--- config.mk ---
export PLATFORM = sky130hd
export DESIGN_NAME = quadrature_angle_counter
export DESIGN_NICKNAME = d
export VERILOG_FILES = /design/src/rtl/enc_pkg.sv /design/src/rtl/quadrature_angle_counter_input_filter.sv /design/src/rtl/quadrature_angle_counter.sv
export SDC_FILE = /design/constraint.sdc
export NUM_CORES = 1
export LEC_CHECK = 0
export ABC_AREA = 1
export CORE_ASPECT_RATIO = 1.25
export CORE_MARGIN = 2
export CORE_UTILIZATION = 45
export CTS_BUF_LIST = sky130_fd_sc_hd__clkbuf_8
export CTS_CLUSTER_DIAMETER = 200
export DETAILED_ROUTE_END_ITERATION = 8
export DONT_BUFFER_PORTS = 1
export GPL_ROUTABILITY_DRIVEN = 1
export GPL_TIMING_DRIVEN = 0
export SKIP_LAST_GASP = 1
export SLEW_MARGIN = 20
export SYNTH_ARGS = -nofsm -noshare
export SYNTH_HDL_FRONTEND = slang
export SYNTH_HIERARCHICAL = 1
export SYNTH_SLANG_ARGS = --single-unit
--- constraint.sdc ---
create_clock -name clk -period 1.7 [get_ports clk]
set_input_delay 0.255 -clock clk [delete_from_list [all_inputs] [get_ports clk]]
set_output_delay 0.255 -clock clk [all_outputs]
set_load 0.03 [all_outputs]
--- src/rtl/enc_pkg.sv ---
// Shared types and helpers for the quadrature angle decoder.
// AB is packed as {B, A}; forward Gray order is 00 -> 01 -> 11 -> 10.
package enc_pkg;

  localparam int COUNTS_PER_REV_DEFAULT = 1006;

  typedef logic [11:0] angle_t;

  typedef enum logic {PRIME, TRACK} qdec_state_t;

  typedef enum logic [1:0] {
    Q00 = 2'b00,
    Q01 = 2'b01,
    Q11 = 2'b11,
    Q10 = 2'b10
  } gray_t;

  // Forward successor of an AB code in the Gray cycle.
  function automatic logic [1:0] gray_fwd(input logic [1:0] q);
    case (q)
      Q00:     gray_fwd = Q01;
      Q01:     gray_fwd = Q11;
      Q11:     gray_fwd = Q10;
      default: gray_fwd = Q00;
    endcase
  endfunction

endpackage

--- src/rtl/quadrature_angle_counter_input_filter.sv ---
// Per-pin synchroniser followed by a glitch filter: the level follows the
// synchronised sample only after FILTER_LEN consecutive samples agree.
module input_filter
  import enc_pkg::*;
#(
  parameter int SYNC_STAGES = 2,
  parameter int FILTER_LEN  = 4
) (
  input  logic clk,
  input  logic reset,
  input  logic pin,
  output logic level,
  output logic stable
);

  localparam int CW = $clog2(FILTER_LEN + 1);
  localparam logic [CW-1:0] LAST = CW'(FILTER_LEN - 1);
  localparam logic [CW-1:0] FULL = CW'(FILTER_LEN);

  logic [SYNC_STAGES-1:0] sync;
  logic [CW-1:0]          diff_cnt;
  logic [CW-1:0]          same_cnt;
  logic                   smp;

  assign smp    = sync[SYNC_STAGES-1];
  assign stable = (same_cnt == FULL);

  always_ff @(posedge clk) begin
    if (reset) begin
      sync     <= '0;
      level    <= 1'b0;
      diff_cnt <= '0;
      same_cnt <= '0;
    end else begin
      sync[0] <= pin;
      for (int i = 1; i < SYNC_STAGES; i++) sync[i] <= sync[i-1];

      if (smp == level) begin
        diff_cnt <= '0;
        if (same_cnt != FULL) same_cnt <= same_cnt + CW'(1);
      end else begin
        // any disagreeing sample restarts the quiet-time measurement
        same_cnt <= '0;
        if (diff_cnt == LAST) begin
          level    <= smp;
          diff_cnt <= '0;
        end else begin
          diff_cnt <= diff_cnt + CW'(1);
        end
      end
    end
  end

endmodule

--- src/rtl/quadrature_angle_counter.sv ---
// Quadrature decoder: filtered A/B/index drive a modulo-COUNTS_PER_REV angle
// counter with direction, step strobe and a sticky illegal-transition flag.
module quadrature_angle_counter
  import enc_pkg::*;
#(
  parameter int COUNTS_PER_REV = COUNTS_PER_REV_DEFAULT,
  parameter int WIDTH          = 12,
  parameter int SYNC_STAGES    = 2,
  parameter int FILTER_LEN     = 4
) (
  input  logic             clk,
  input  logic             reset,
  input  logic             enc_a,
  input  logic             enc_b,
  input  logic             enc_index,
  input  logic             zero_req,
  input  logic             error_clr,
  output logic [WIDTH-1:0] angle,
  output logic             direction,
  output logic             step,
  output logic             error
);

  localparam logic [WIDTH-1:0] MAXV = WIDTH'(COUNTS_PER_REV - 1);

  logic [2:0] pins, filt, stab;
  assign pins = {enc_index, enc_b, enc_a};

  input_filter #(
    .SYNC_STAGES(SYNC_STAGES),
    .FILTER_LEN (FILTER_LEN)
  ) u_filt [2:0] (
    .clk   (clk),
    .reset (reset),
    .pin   (pins),
    .level (filt),
    .stable(stab)
  );

  qdec_state_t      state, state_nx;
  logic [1:0]       prev_ab, prev_ab_nx, cur_ab;
  logic             prev_idx, prev_idx_nx;
  logic [WIDTH-1:0] angle_nx;
  logic             direction_nx, step_nx, error_nx;
  logic             fwd, rev, bad, idx_rise;

  assign cur_ab = filt[1:0];

  always_comb begin
    fwd      = (cur_ab == gray_fwd(prev_ab));
    rev      = (prev_ab == gray_fwd(cur_ab));
    bad      = ((cur_ab ^ prev_ab) == 2'b11);
    idx_rise = filt[2] & ~prev_idx;

    state_nx     = state;
    prev_ab_nx   = prev_ab;
    prev_idx_nx  = prev_idx;
    angle_nx     = angle;
    direction_nx = direction;
    step_nx      = 1'b0;
    error_nx     = error & ~error_clr;

    case (state)
      PRIME: begin
        if (&stab) begin
          state_nx    = TRACK;
          prev_ab_nx  = cur_ab;
          prev_idx_nx = filt[2];
        end
      end
      default: begin
        prev_ab_nx  = cur_ab;
        prev_idx_nx = filt[2];
        if (fwd) begin
          angle_nx     = (angle == MAXV) ? '0 : angle + WIDTH'(1);
          direction_nx = 1'b1;
          step_nx      = 1'b1;
        end else if (rev) begin
          angle_nx     = (angle == '0) ? MAXV : angle - WIDTH'(1);
          direction_nx = 1'b0;
          step_nx      = 1'b1;
        end else if (bad) begin
          error_nx = 1'b1;
        end
        if (idx_rise) angle_nx = '0;
      end
    endcase

    if (zero_req) angle_nx = '0;
  end

  always_ff @(posedge clk) begin
    if (reset) begin
      state     <= PRIME;
      prev_ab   <= '0;
      prev_idx  <= 1'b0;
      angle     <= '0;
      direction <= 1'b0;
      step      <= 1'b0;
      error     <= 1'b0;
    end else begin
      state     <= state_nx;
      prev_ab   <= prev_ab_nx;
      prev_idx  <= prev_idx_nx;
      angle     <= angle_nx;
      direction <= direction_nx;
      step      <= step_nx;
      error     <= error_nx;
    end
  end

endmodule

==> metrics.csv <==
stage;metric;value;unit
outcome;outcome;finished, final reports clean;
drt;drt_wl_total;6.12;mm
sta;drv_slew;0;
critical_path;cp_top_family;simple AND/OR/NAND/NOR gates;
yosys;synthFlopType;dfxtp_1;
sta;tightest_slew;0.474;ns
critical_path;worstPathRequired;1.87;ns
critical_path;critPathCaptureType;flip-flop;
global_route;grt_pass1_vias;2352;
critical_path;worst_path_max_delay_cell;dfxtp_2;
global_route;gr-total-overflow;0;
yosys;synth_top_area_share;33.3;%
critical_path;max_stage_delay;0.38;ns
clock_tree;cts_root_buf;clkbuf_8;
drt;vias;2505;
clock_tree;numCtsBuffers;5;
global_route;antenna_found_initial;0;
drt;dr.first_iter.drc_count;109;
critical_path;worstSetupPathType;reg2reg;
critical_path;cp_max_fo;8;
sta;period_minus_slack;1.62;ns
placement;gp_congestion;0.916;
sta;rsz0062_at_grt;yes;
sta;max_freq;0.615;GHz
yosys;synth_commonest_cells;nand2_1, inv_1, nor2_1;
sta;finalSetupViolations;0;
placement;dp_slack;-0.200;ns
clock_tree;cts.clk_slew.worst_paths;0.09;ns
pwr;internal_power;1.61;mW
yosys;avgSynthCellArea;6.58;um2
yosys;yosys_register_bits;46;
drt;drtPass1Iterations;4;
pwr;switching_share;23.5;%
final_layout;utilization;52.4;%
yosys;yosysTopAreaCell;dfxtp_1;
yosys;async_reset_ff_share;0;%
critical_path;setup.worst_path.start_class;flip-flop;
drt;antenna_left;0;
critical_path;cp.arrival;1.79;ns
yosys;synthTopCellsByArea;dfxtp_1, nand2_1, nand3_1;
die;core_area;0.00586;mm2
yosys;syn-cell-area;0.00277;mm2
pwr;combPwrFrac;7.4;%
die;die_h;91.6;um
sta;finalClockSkew;0.00248;ns
yosys;yosysSeqAreaShare;33.3;%
sta;period_share;95.6;%
sta;relSlewSlack;68.4;%
placement;dpl.hpwl;4.52;mm
pwr;netSwitchingPower;0.495;mW
die;start_util;47.2;%
global_route;track_usage;19.0;%
critical_path;r2r_start;angle[2]$_SDFFE_PP0P_;
run;cap_viol_max_count;0;
global_route;grt_max_degree;22;
critical_path;worstSetupStartpoint;angle[2]$_SDFFE_PP0P_;
final_layout;diodes;0;
clock_tree;cts_tree;yes;
die;die_w;74.1;um
pwr;seqPwrFrac;54.2;%
clock_tree;clock_sinks;46;
clock_tree;insertion_delay;0.30;ns
yosys;ys_warn_count;6;
die;die_area;0.00679;mm2
pwr;p_per_area;685;mW/mm2
final_layout;layout-drive-gt1-share;13.4;%
sta;hold_viol_final;0;
yosys;synth_most_common_cell;nand2_1;
worst_hold_path;hold_class;in2reg;
placement;io_buffers;0;
final_layout;nNetsFinal;454;
pwr;leakage;1.41;nW
yosys;netlist_instances;420;
yosys;synth-edff-count;0;
die;io_pins;22;
final_layout;area_delta_synth_final;11.0;%
critical_path;path_buf_inv;1;
critical_path;cp_cell_sequence;buf_4 -> nor2_2 -> nand3_1 -> nor2_4 -> nor2_4 -> or2_0 -> nand3_1 -> a21oi_1;
drt;route.detailed.drc;0;
die;rows;31;
sta;setup_tns;0;ns
yosys;synthesis.nets;443;
pwr;p_clk_share;38.5;%
clock_tree;ctsLongestPathBuffers;2;
clock_tree;htree_num_levels;2;
global_route;grt_pass1_wl;10.2;mm
drt;vias_per_cell;4.87;
pwr;vdd_drop_max;472;uV
worst_hold_path;min_from;reset;
sta;finalWorstSetupSlack;0.0750;ns
yosys;ys_types;29;
drt;wl_per_cell;11.9;um
==> stage by stage <==
stage | hold slack, ns | total power, mW | instance area [um2] | std cells
after floorplan | 0.324 | 1.29 | 2770 | 420
after global placement | 0.329 | 1.31 | 2870 | 502
after detailed placement | 0.331 | 1.32 | 2870 | 502
after CTS | 0.00259 | 2.14 | 2990 | 510
after global routing | 0.00235 | 2.22 | 3070 | 514
final | 0.0183 | 2.10 | 3070 | 514
==> cells by family (layout without fill, tap and decap cells) <==
logic type               after synthesis  count (layout)  share of synthesized area [%]
AND/OR/NAND/NOR                      242             243                           39.4
buffers and inverters                 73              84                           11.4
flip-flops                            46              46                           33.3
AO/OA/AOI/OAI                         41              41                           7.96
adder cells (fa/ha/maj)               16              16                           7.24
XOR/XNOR                               2               2                          0.634
==> layout make-up <==
| class | instances | area (um2) |
|---|---|---|
| Multi-Input combinational cell | 302 | 1560 |
| Fill cell | 623 | 2790 |
| Clock inverter | 3 | 41.3 |
| Clock buffer | 5 | 68.8 |
| Buffer | 9 | 81.3 |
| Sequential cell | 46 | 942 |
| Tap cell | 82 | 103 |
| Timing Repair Buffer | 3 | 27.5 |
| Inverter | 64 | 244 |
==> routing by layer <==
layer / vias up / GRT usage, % / wire length (um)
met3: 9 / 3.63 / 173
met1: 1124 / 21.0 / 2630
met4: 0 / 8.48 / 148
met2: 27 / 33.9 / 3170
met5: - / 0 / 0
li1: 1345 / - / -
==> worst reg2reg max path: stages (launching register included) <==
cell and delay (ns):
dfxtp_2 0.38, buf_4 0.18, nor2_2 0.18, nand3_1 0.15, nor2_4 0.20, nor2_4 0.08
or2_0 0.20, nand3_1 0.07, a21oi_1 0.06
==> state kept, by name, indices dropped and copies added (netlist names) <==
register and flops:
u_filt/sync 6, step 1, u_filt/same_cnt 9, direction 1, u_filt/level 3, prev_ab 2
u_filt/diff_cnt 9, error 1, prev_idx 1, angle 12, state 1
==> placed cells by master, fill, tap and decap left out, drive strengths merged <==
cell,instances
dfxtp,46
nor2,64
bufinv,1
nand2,111
nand3,57
inv,64
buf,6
or2,3
dlygate4sd1,2
ha,16
clkinvlp,2
xnor2,1
xor2,1
clkbuf,7
nor3,1
o2111ai,1
a21oi,25
dlygate4sd3,2
o21ai,12
o21bai,3
nand4,4
nand3b,3
==> power groups by stage <==
stage / Clock [mW] / Combinational, mW / Sequential [mW]
CTS: 0.848 / 0.152 / 1.14
global route: 0.889 / 0.187 / 1.14
detailed placement: 0 / 0.151 / 1.17
finish: 0.808 / 0.155 / 1.14
global placement: 0 / 0.147 / 1.17
floorplan: 0 / 0.129 / 1.16
==> final timing paths <==
kind         cells after the start                           end  slack [ns]
max                              8         angle[1]$_SDFFE_PP0P_        0.08
min                              1  u_filt[1]/sync[0]$_SDFF_PP0_        0.02
max reg2reg                      8         angle[1]$_SDFFE_PP0P_        0.08
min reg2reg                      2  u_filt[2]/sync[1]$_SDFF_PP0_        0.41
==> what timing repair did <==
| item | 4_1_cts | 5_1_grt |
|---|---|---|
| cloned | 0 | 1 |
| hold buffers | 0 | 2 |
| setup buffers | 0 | 1 |
| endpoints found under the setup margin | 12 | 12 |
| endpoints found under the hold margin | 0 | 3 |
| resized for setup | 10 | 14 |
| pin swaps | 0 | 2 |
No activity file was read; power rests on OpenSTA's default activity.
